===== src/rtl/dice_pkg.sv =====
// dice_pkg: shared types for dice capture and game logic.
//   state_t   - capture FSM states
//   dice_t    - 2-bit dice face (0 = none, 1..3 = face)
//   DICE_NONE - "no colour detected" face value
package dice_pkg;

    typedef enum logic [2:0] {
        S_IDLE,
        S_ARMED,
        S_SAMPLE,
        S_EMIT,
        S_WAIT_CLEAR
    } state_t;

    typedef logic [1:0] dice_t;

    localparam dice_t DICE_NONE = 2'd0;

endpackage


===== src/rtl/dice_capture_ctrl_cycle_timer.sv =====
// cycle_timer: saturating cycle counter with an expire pulse at TIMEOUT_CYC-1.
//   clk, reset - clock, asynchronous active-high reset
//   clear_i    - synchronous clear back to zero (dominates en_i)
//   en_i       - count this cycle
//   expire_o   - high in the TIMEOUT_CYC-th enabled cycle after a clear
module cycle_timer #(
    parameter int TIMEOUT_CYC = 100_000_000
) (
    input  logic clk,
    input  logic reset,
    input  logic clear_i,
    input  logic en_i,
    output logic expire_o
);

    localparam int W = $clog2(TIMEOUT_CYC + 1);

    logic [W-1:0] cnt_q, cnt_d;

    always_comb
        cnt_d = clear_i ? '0 : (en_i && cnt_q != W'(TIMEOUT_CYC)) ? cnt_q + W'(1) : cnt_q;

    assign expire_o = en_i && !clear_i && cnt_q == W'(TIMEOUT_CYC - 1);

    always_ff @(posedge clk or posedge reset)
        if (reset) cnt_q <= '0;
        else       cnt_q <= cnt_d;

endmodule


===== src/rtl/dice_capture_ctrl.sv =====
// dice_capture_ctrl: arms on enable, waits for the on-turn roll request, then
// debounces colour samples into a single accepted dice roll.
//   clk, reset             - clock, asynchronous active-high reset
//   enable                 - game waiting for a result; low aborts capture
//   turn                   - current player (0 = p1, 1 = p2)
//   roll_req_p1/p2         - single-cycle roll requests
//   color_ready/value      - colour sample strobe and detected face
//   dice_valid/dice_value  - accepted-roll pulse and held face
//   capturing              - high while sampling
//   timeout, wrong_player  - single-cycle status pulses
module dice_capture_ctrl
    import dice_pkg::*;
#(
    parameter int STABLE_COUNT = 4,
    parameter int CLEAR_COUNT  = 4,
    parameter int TIMEOUT_CYC  = 100_000_000
) (
    input  logic  clk,
    input  logic  reset,
    input  logic  enable,
    input  logic  turn,
    input  logic  roll_req_p1,
    input  logic  roll_req_p2,
    input  logic  color_ready,
    input  dice_t color_value,
    output logic  dice_valid,
    output dice_t dice_value,
    output logic  capturing,
    output logic  timeout,
    output logic  wrong_player
);

    localparam int MW = $clog2(STABLE_COUNT + 1);
    localparam int CW = $clog2(CLEAR_COUNT + 1);

    state_t        state_q, state_d;
    dice_t         cand_q, cand_d, value_q, value_d, cand_nx;
    logic [MW-1:0] match_q, match_d, match_nx;
    logic [CW-1:0] clr_q, clr_d;
    logic          valid_q, valid_d, tmo_q, tmo_d, wrong_q, wrong_d;
    logic          expire, req_mine, req_other;

    cycle_timer #(.TIMEOUT_CYC(TIMEOUT_CYC)) u_timer (
        .clk      (clk),
        .reset    (reset),
        .clear_i  (state_q != S_SAMPLE),
        .en_i     (state_q == S_SAMPLE),
        .expire_o (expire)
    );

    assign req_mine  = turn ? roll_req_p2 : roll_req_p1;
    assign req_other = turn ? roll_req_p1 : roll_req_p2;

    // Match count is the length of the trailing run of identical non-zero samples.
    always_comb begin
        cand_nx  = cand_q;
        match_nx = match_q;
        if (color_value == DICE_NONE) begin
            match_nx = '0;
        end else if (color_value != cand_q) begin
            cand_nx  = color_value;
            match_nx = MW'(1);
        end else if (match_q != MW'(STABLE_COUNT)) begin
            match_nx = match_q + MW'(1);
        end
    end

    always_comb begin
        state_d = state_q;
        cand_d  = cand_q;
        match_d = match_q;
        clr_d   = clr_q;
        value_d = value_q;
        valid_d = 1'b0;
        tmo_d   = 1'b0;
        wrong_d = 1'b0;
        case (state_q)
            S_IDLE: state_d = enable ? S_ARMED : S_IDLE;
            S_ARMED: begin
                if (!enable)        state_d = S_IDLE;
                else if (req_mine)  state_d = S_SAMPLE;
                else if (req_other) wrong_d = 1'b1;
            end
            S_SAMPLE: begin
                if (!enable) begin
                    state_d = S_IDLE;
                end else begin
                    if (color_ready) begin
                        cand_d  = cand_nx;
                        match_d = match_nx;
                        if (match_nx == MW'(STABLE_COUNT)) begin
                            state_d = S_EMIT;
                            value_d = cand_nx;
                            valid_d = 1'b1;
                        end
                    end
                    // An accept in the expiry cycle takes priority over the timeout.
                    if (state_d == S_SAMPLE && expire) begin
                        state_d = S_ARMED;
                        tmo_d   = 1'b1;
                    end
                end
            end
            // The accept pulse always completes, even if enable drops.
            S_EMIT: state_d = S_WAIT_CLEAR;
            S_WAIT_CLEAR: begin
                if (!enable) begin
                    state_d = S_IDLE;
                end else if (color_ready) begin
                    if (color_value == DICE_NONE) begin
                        clr_d = (clr_q == CW'(CLEAR_COUNT)) ? clr_q : clr_q + CW'(1);
                        if (clr_d == CW'(CLEAR_COUNT)) state_d = S_IDLE;
                    end else begin
                        clr_d = '0;
                    end
                end
            end
            default: state_d = S_IDLE;
        endcase
        if (state_d != S_SAMPLE) begin
            cand_d  = DICE_NONE;
            match_d = '0;
        end
        if (state_d != S_WAIT_CLEAR) clr_d = '0;
    end

    always_ff @(posedge clk or posedge reset) begin
        if (reset) begin
            state_q <= S_IDLE;
            cand_q  <= DICE_NONE;
            match_q <= '0;
            clr_q   <= '0;
            value_q <= DICE_NONE;
            valid_q <= 1'b0;
            tmo_q   <= 1'b0;
            wrong_q <= 1'b0;
        end else begin
            state_q <= state_d;
            cand_q  <= cand_d;
            match_q <= match_d;
            clr_q   <= clr_d;
            value_q <= value_d;
            valid_q <= valid_d;
            tmo_q   <= tmo_d;
            wrong_q <= wrong_d;
        end
    end

    assign dice_valid   = valid_q;
    assign dice_value   = value_q;
    assign capturing    = state_q == S_SAMPLE;
    assign timeout      = tmo_q;
    assign wrong_player = wrong_q;

endmodule


===== config.mk =====
export PLATFORM = sky130hd
export DESIGN_NAME = dice_capture_ctrl
export DESIGN_NICKNAME = d
export VERILOG_FILES = /design/src/rtl/dice_pkg.sv /design/src/rtl/dice_capture_ctrl_cycle_timer.sv /design/src/rtl/dice_capture_ctrl.sv
export SDC_FILE = /design/constraint.sdc
export NUM_CORES = 1
export LEC_CHECK = 0
export CORE_ASPECT_RATIO = 0.8
export CORE_MARGIN = 5
export CORE_UTILIZATION = 64
export CTS_CLUSTER_SIZE = 14
export DETAILED_ROUTE_END_ITERATION = 10
export PLACE_DENSITY = 0.95
export REMOVE_ABC_BUFFERS = 1
export SLEW_MARGIN = 0
export SYNTH_ARGS = -nofsm -noshare
export SYNTH_HDL_FRONTEND = slang
export SYNTH_SLANG_ARGS = --single-unit

===== constraint.sdc =====
create_clock -name clk -period 5.2 [get_ports clk]
set_input_delay 1.56 -clock clk [delete_from_list [all_inputs] [get_ports clk]]
set_output_delay 1.56 -clock clk [all_outputs]
set_load 0.02 [all_outputs]

* Word-level counts from Yosys, hierarchy flattened
Index checks and enable logic that the tools add are counted.
Word-level totals: bits in registers 43, input bits 9, output and inout bits 6, logic and storage cells 92
Operators by class: add/subtract/negate cells 3, equality and inequality tests 15, muxes and demuxes 48, reduce and logical (&&, ||, !) cells 17
Operator list (number):
- 2-to-1 mux 3 bit | 25
- 2-to-1 mux 27 bit | 2
- adder 27 x 1 -> 27 bit, second input constant | 1
- equality test 27 bit, second input constant | 1
- inequality test 27 bit, second input constant | 1
- one-hot mux 3 bit (5 select lines) | 1
- 2-to-1 mux 1 bit | 14
- nonzero test 2 bit | 7
- equality test 3 bit, second input constant | 4
- 2-to-1 mux 2 bit | 6
- equality test 3 x 2 -> 1 bit, second input constant | 3
- adder 3 x 1 -> 3 bit, second input constant | 2
- inequality test 3 x 2 -> 1 bit, second input constant | 2
- inequality test 3 bit, second input constant | 2
- AND reduction 3 bit | 2
- logical AND 1 bit | 4
- AND reduction 4 bit | 1
- equality test 3 x 1 -> 1 bit, second input constant | 1
- zero test 3 bit | 1
- zero test 2 bit | 1
- inequality test 2 bit | 1
- zero test 1 bit | 1

* Logic depth before layout (Yosys ltp)
Gate-level depths: netlist of the first run.
depth after elaboration 17, gate-level depth with buffers 7, gate-level depth less buffers 6

* Modules after synthesis
Synthesis of the first run repeated with hierarchy kept, for this count alone.
Unflattened totals: cell total of the unflattened synthesis 281, area total of the unflattened synthesis 2549.9 um^2
Modules (own cells, without submodules):
- cycle_timer | times used 1, cells each 167, area each 1535.2 um^2, sequential area each 675.6 um^2
- dice_capture_ctrl | times used 1, cells each 114, area each 1014.7 um^2, sequential area each 400.4 um^2

* Worst setup path before layout of the first run
Ideal clock, no wire load.
kind input port to flip-flop, start point input port color_value[0], end point register value_q[0] (netlist: dice_value[0]), library setup time 0.125 ns, data arrival time 2.720 ns, data required time 5.075 ns, slack 2.356 ns, cell stages on the path 5, buffers on the path 1, cells stage by stage buf_2 nor4bb_1 a31o_2 nor4b_4 mux2_2
Between the ends: cells in the longest elaborated chain, start to end 5, elaborated cells on any way between the ends 8, those cells by class 2 x eq/ne; 4 x mux; 2 x reduce/logical
RTL lines:
- from (decl) | line dice_capture_ctrl.sv:25 | input dice_t color_value,
- inequality test 2 bit | line dice_capture_ctrl.sv:60 | end else if (color_value != cand_q) begin
- 2-to-1 mux 3 bit | line dice_capture_ctrl.sv:60
- 2-to-1 mux 3 bit | line dice_capture_ctrl.sv:58 | if (color_value == DICE_NONE) begin
- equality test 3 bit | line dice_capture_ctrl.sv:91 | if (match_nx == MW'(STABLE_COUNT)) begin
- AND reduction 4 bit (no line)
- to (signal assigned) | line dice_capture_ctrl.sv:142 | value_q <= value_d;
- to (decl) | line dice_capture_ctrl.sv:37 | dice_t cand_q, cand_d, value_q, value_d, cand_nx;
Parallel ways exist; a longest one is shown, timed or not. A chain may end at the register's enable or synchronous reset.

* Worst setup path after layout of the first run
start point register state_q[0], end point output port capturing
Between the ends: cells in the longest elaborated chain, start to end 1
RTL lines:
- from (decl) | line dice_capture_ctrl.sv:36 | state_t state_q, state_d;
- from (signal assigned) | line dice_capture_ctrl.sv:138 | state_q <= state_d;
- equality test 3 x 2 -> 1 bit | line dice_capture_ctrl.sv:151 | assign capturing = state_q == S_SAMPLE;
- to (decl) | line dice_capture_ctrl.sv:28 | output logic capturing,
Every way passes these cells.

==> results.tsv, run 1 <==
metric	value	unit
antenna_found_initial	0	
clk_latency	0.29	ns
yosysSeqAreaShare	40.8	%
critPathKind	reg2out	
synth_top_area_share	40.8	%
antenna_cells	0	
die_y	67.4	µm
grt_pass1_wl	9760	µm
worstMarginPinSlew	1.02	ns
fin_skew	0.00866	ns
required	3.64	ns
hold_start	dice_value[1]	
initial_core_util	67.9	%
final-hold-violation-count	0	
cts_resized	0	
hpwl	4040	µm
r2r_setup_slack	2.77	ns
arrival	2.40	ns
status	finished, final reports clean	
r2r-end	dice_value[0]	
overflow	0	
netlist_area	0.00264	mm²
slew_viol_final	0	
wirelength	5680	µm
slew_headroom	32.1	%
setup_violations	0	
synthArstFlopShare	100	%
n_fill_cell	251	
place.gp.congestion	0.846	
port_buffers	14	
syn_inst	276	
cp-end-kind	output pin	
ant_nets	0	
wl_per_cell	16.7	µm
dr.pass1.iters	4	
final_area	0.00289	mm²
tns	0	ns
final_cells	340	
die_w	81.7	µm
drc	0	
reg2reg_from	state_q[0]	
grt.total_usage	23.2	%
cts_sinks	43	
grt_max_degree	26	
cts_htree_levels	2	
initialDrtViolationCount	238	
netlist.top_cell.by_area	dfrtp_1	
period_share	76.1	%
cts_root_buffer	clkbuf_8	
synth_edf_count	0	
reg2reg_depth	5	
rsz0062_at_grt	false	
cpPeakStageDelay	0.81	ns
path_clk_slew	0.08	ns
mostFrequentLayoutCell	dfrtp_1	
numCtsBuffers	5	
holdPathStages	2	
ys_warn_count	0	
p_per_area	232	mW/mm²
final_layout_size_suffix_gt1_share	8.07	%
synth_seq_cells	43	
drv_cap	0	
period_minus_slack	3.96	ns
cts_tree	done	
ys_types	55	
leakage	1.14	nW
worstPathCellList	or3b_1 -> clkinv_8 -> clkdlybuf4s50_1	
ir_worst_vdd	156	µV
dieArea	0.00551	mm²
fmax	253	MHz
slowest_stage	or3b_1	
yosys_most_used_dff	dfrtp_1	
num_rows	20	
min_path_type	reg2reg	
start_kind	flop	
avgSynthCellArea	9.55	µm²
syn_to_final_growth	9.64	%
cts_setup_buffers	0	
ctsHoldBuffers	0	
place_area	0.00277	mm²
fp.coreArea	0.00388	mm²
whs_endpoint	dice_value[1]	
synth.top_cells.by_area	dfrtp_1 (41%), a21oi_1 (3.8%), nand4_1 (3.1%)	
layout_common_cells	dfrtp_1 (43), nand2_1 (21), a21oi_1 (20), nor2_1 (16)	
io_pins	15	
dp.cells	332	
grt_pass1_vias	2085	
vias	2194	
path_max_fanout	25	
routed_via_density	6.45	
final_nets	299	
clockBufferDepth	2	
metrics by stage:
stage | utilization (%) | hold WS, ns | total power [mW] | setup WS [ns]
after detailed placement | 71.5 | 0.511 | 0.412 | 1.54
after global routing | 74.5 | 0.566 | 0.697 | 1.12
final | 74.5 | 0.524 | 0.671 | 1.24
after floorplan | - | 0.518 | 0.387 | 2.37
after global placement | 71.5 | 0.514 | 0.408 | 1.60
after CTS | 74.5 | 0.523 | 0.674 | 1.23
sequential cells by signal, summed over array words and instances, names as in the netlist:
name	cells
cand_q	2
dice_valid	1
clr_q	3
wrong_player	1
u_timer.cnt_q	27
match_q	3
dice_value	2
state_q	3
timeout	1
power by group:
part           switching, mW  internal (mW)
registers            0.00462          0.338
clock network          0.110          0.155
logic                 0.0403         0.0231
total                  0.155          0.516
worst max-delay path: cells and delay by family, from the launching register on:
kind          cells  cell delay, ns
buf+inv           2            0.86
simple gates      1            0.81
flops             1            0.43
worst max path at each step:
stage / start / endpoint / slack [ns] / depth (start not counted)
6_report: state_q[0] / capturing / 1.24 / 3
5_1_grt: state_q[1] / capturing / 1.12 / 3
4_1_cts: state_q[0] / capturing / 1.23 / 3
3_5_place_dp: state_q[0] / capturing / 1.54 / 3
3_3_place_gp: state_q[0] / capturing / 1.60 / 3
2_1_floorplan: state_q[0] / capturing / 2.37 / 2
cells in the mapped netlist, drive strengths merged (2+ instances only):
cell	n
xnor2	4
ha	6
nor4b	5
a31oi	3
a21oi	20
nor4bb	3
nor2b	5
or4	9
dfrtp	43
clkbuf	7
mux2i	3
inv	14
or3b	4
nor2	16
or3	3
o311ai	2
mux2	2
o31ai	11
and4	4
nor4	4
buf	7
nand4	14
nor3	6
o21a	3
xor2	8
nand2	21
and3b	4
and2	8
and3	4
o21ai	6
nand3	10
a31o	2
per-layer routing:
layer  track usage (%)  vias up  part of all wire [%]  wire, µm
li1                  -     1042                     -         -
met1              29.9     1065                    44      2480
met2              37.6       77                    48      2750
met3              5.73       10                   6.1       344
met4              9.13        0                   1.9       108
met5                 0        -                     0         0
cell families after synthesis:
group                    Yosys count  synth area share [%]
AND/OR/NAND/NOR                  125                  30.3
adder cells (fa/ha/maj)            6                  2.85
buffers and inverters             29                  5.65
XOR/XNOR                          12                  3.99
flip-flops                        43                  40.8
AO/OA/AOI/OAI                     56                  14.4
multiplexers                       5                  1.99
layout make-up:
cell class / count / area (µm²) / share of cell area, %
sequential: 43 / 1080 / 37.2
timing repair buffer: 15 / 148 / 5.11
tap: 55 / 68.8 / 2.38
multi-input combinational: 204 / 1410 / 48.8
inverter: 15 / 68.8 / 2.38
clock inverter: 2 / 35.0 / 1.21
clock buffer: 6 / 82.6 / 2.86
No activity file was read; power rests on OpenSTA's default activity.
==> run 2, diff against run 1 <==
Settings changed: CORE_UTILIZATION 64 to 54, PLACE_DENSITY 0.95 to 0.86.
Clock period 5.2 ns to 3.6 ns, I/O delays scaled along.
==> results.tsv, run 2 (synthesized netlist as in run 1, its figures left out) <==
metric	value	unit
status	finished, final reports clean	
cts_resized	0	
numCtsBuffers	5	
fp.coreArea	0.00465	mm²
grt_pass1_wl	9430	µm
clockBufferDepth	2	
grt_pass1_vias	2036	
hold-worst-slack	0.521	ns
switching_power	0.227	mW
r2r_setup_slack	1.38	ns
cts_tree	done	
antenna_found_initial	0	
initial_core_util	56.6	%
dieArea	0.00639	mm²
arrival	1.99	ns
period_share	85.3	%
power_frac_comb	9.9	%
required	2.52	ns
start_kind	flop	
dr.pass1.iters	4	
top_register	u_timer.cnt_q	
vias	2174	
p_per_area	313	mW/mm²
die_w	88.1	µm
wl_per_cell	15.8	µm
syn_to_final_growth	9.02	%
final-hold-violation-count	0	
critPathKind	reg2out	
path_max_fanout	17	
cts_setup_buffers	0	
layout_common_cells	dfrtp_1 (43), nand2_1 (21), a21oi_1 (20), nor2_1 (16)	
antenna_cells	0	
wirelength	5440	µm
die_y	72.5	µm
fin_skew	0.0131	ns
worstMarginPinSlew	0.631	ns
setup_violations	0	
p_clk_share	35.1	%
routed_via_density	6.30	
slew_viol_final	0	
final_layout_size_suffix_gt1_share	8.07	%
min_path_type	reg2reg	
fmax	326	MHz
grt_max_degree	44	
num_rows	22	
final_area	0.00287	mm²
cp-end-kind	output pin	
setup_ws	0.530	ns
final_util	61.8	%
grt.total_usage	18.6	%
p_seq_share	55.0	%
clk_latency	0.31	ns
drv_cap	0	
ctsHoldBuffers	0	
period_minus_slack	3.07	ns
cts_sinks	43	
place_area	0.00279	mm²
io_pins	15	
switching_share	25.2	%
largest_reg_flops	27	
mostFrequentLayoutCell	dfrtp_1	
ir_worst_vdd	197	µV
rsz0062_at_grt	false	
port_buffers	14	
slew_headroom	57.6	%
cts_htree_levels	2	
dp.cells	338	
power	0.899	mW
ant_nets	0	
pre_cts_slack	0.586	ns
final_nets	300	
tns	0	ns
n_fill_cell	385	
initialDrtViolationCount	206	
final_cells	345	
path_clk_slew	0.09	ns
cts_root_buffer	clkbuf_8	
drc	0	
place.gp.congestion	0.827	
leakage	1.13	nW
overflow	0	
p_int	0.673	mW
hpwl	3850	µm
run 2: worst paths after layout:
path | cells past startpoint | from | end
max in group asynchronous | 3 | reset | state_q[2]
min | 1 | dice_value[0] | dice_value[0]
max reg2reg | 6 | match_q[0] | state_q[0]
min in group asynchronous | 3 | reset | dice_value[0]
max | 3 | state_q[0] | capturing
min reg2reg | 1 | dice_value[0] | dice_value[0]
run 2: area by class of cell:
class	instances	area (µm²)	share of cell area, %
Clock buffer	6	82.6	2.87
Clock inverter	1	5.00	0.174
Inverter	15	68.8	2.40
Multi-Input combinational cell	204	1410	49.1
Sequential cell	43	1080	37.5
Tap cell	60	75.1	2.61
Timing Repair Buffer	16	155	5.40
run 2: critical path, stage by stage, from the launching register on:
cell             delay, ns
dfrtp_1               0.44
or3b_1                0.50
clkinv_8              0.13
clkdlybuf4s50_1       0.61
run 2: per-layer routing:
layer / routed length (µm) / GRT usage (%)
met5: 0 / 0
met4: 88 / 7.05
met3: 316 / 3.86
met2: 2550 / 29.0
met1: 2480 / 25.4
run 2: power groups by stage:
| stage | clock network (mW) | registers (mW) | logic (mW) |
|---|---|---|---|
| after floorplan | 0 | 0.503 | 0.0561 |
| after detailed placement | 0 | 0.504 | 0.0895 |
| after CTS | 0.325 | 0.494 | 0.0900 |
| after global routing | 0.336 | 0.496 | 0.0993 |
| after global placement | 0 | 0.504 | 0.0872 |
| final | 0.315 | 0.495 | 0.0892 |
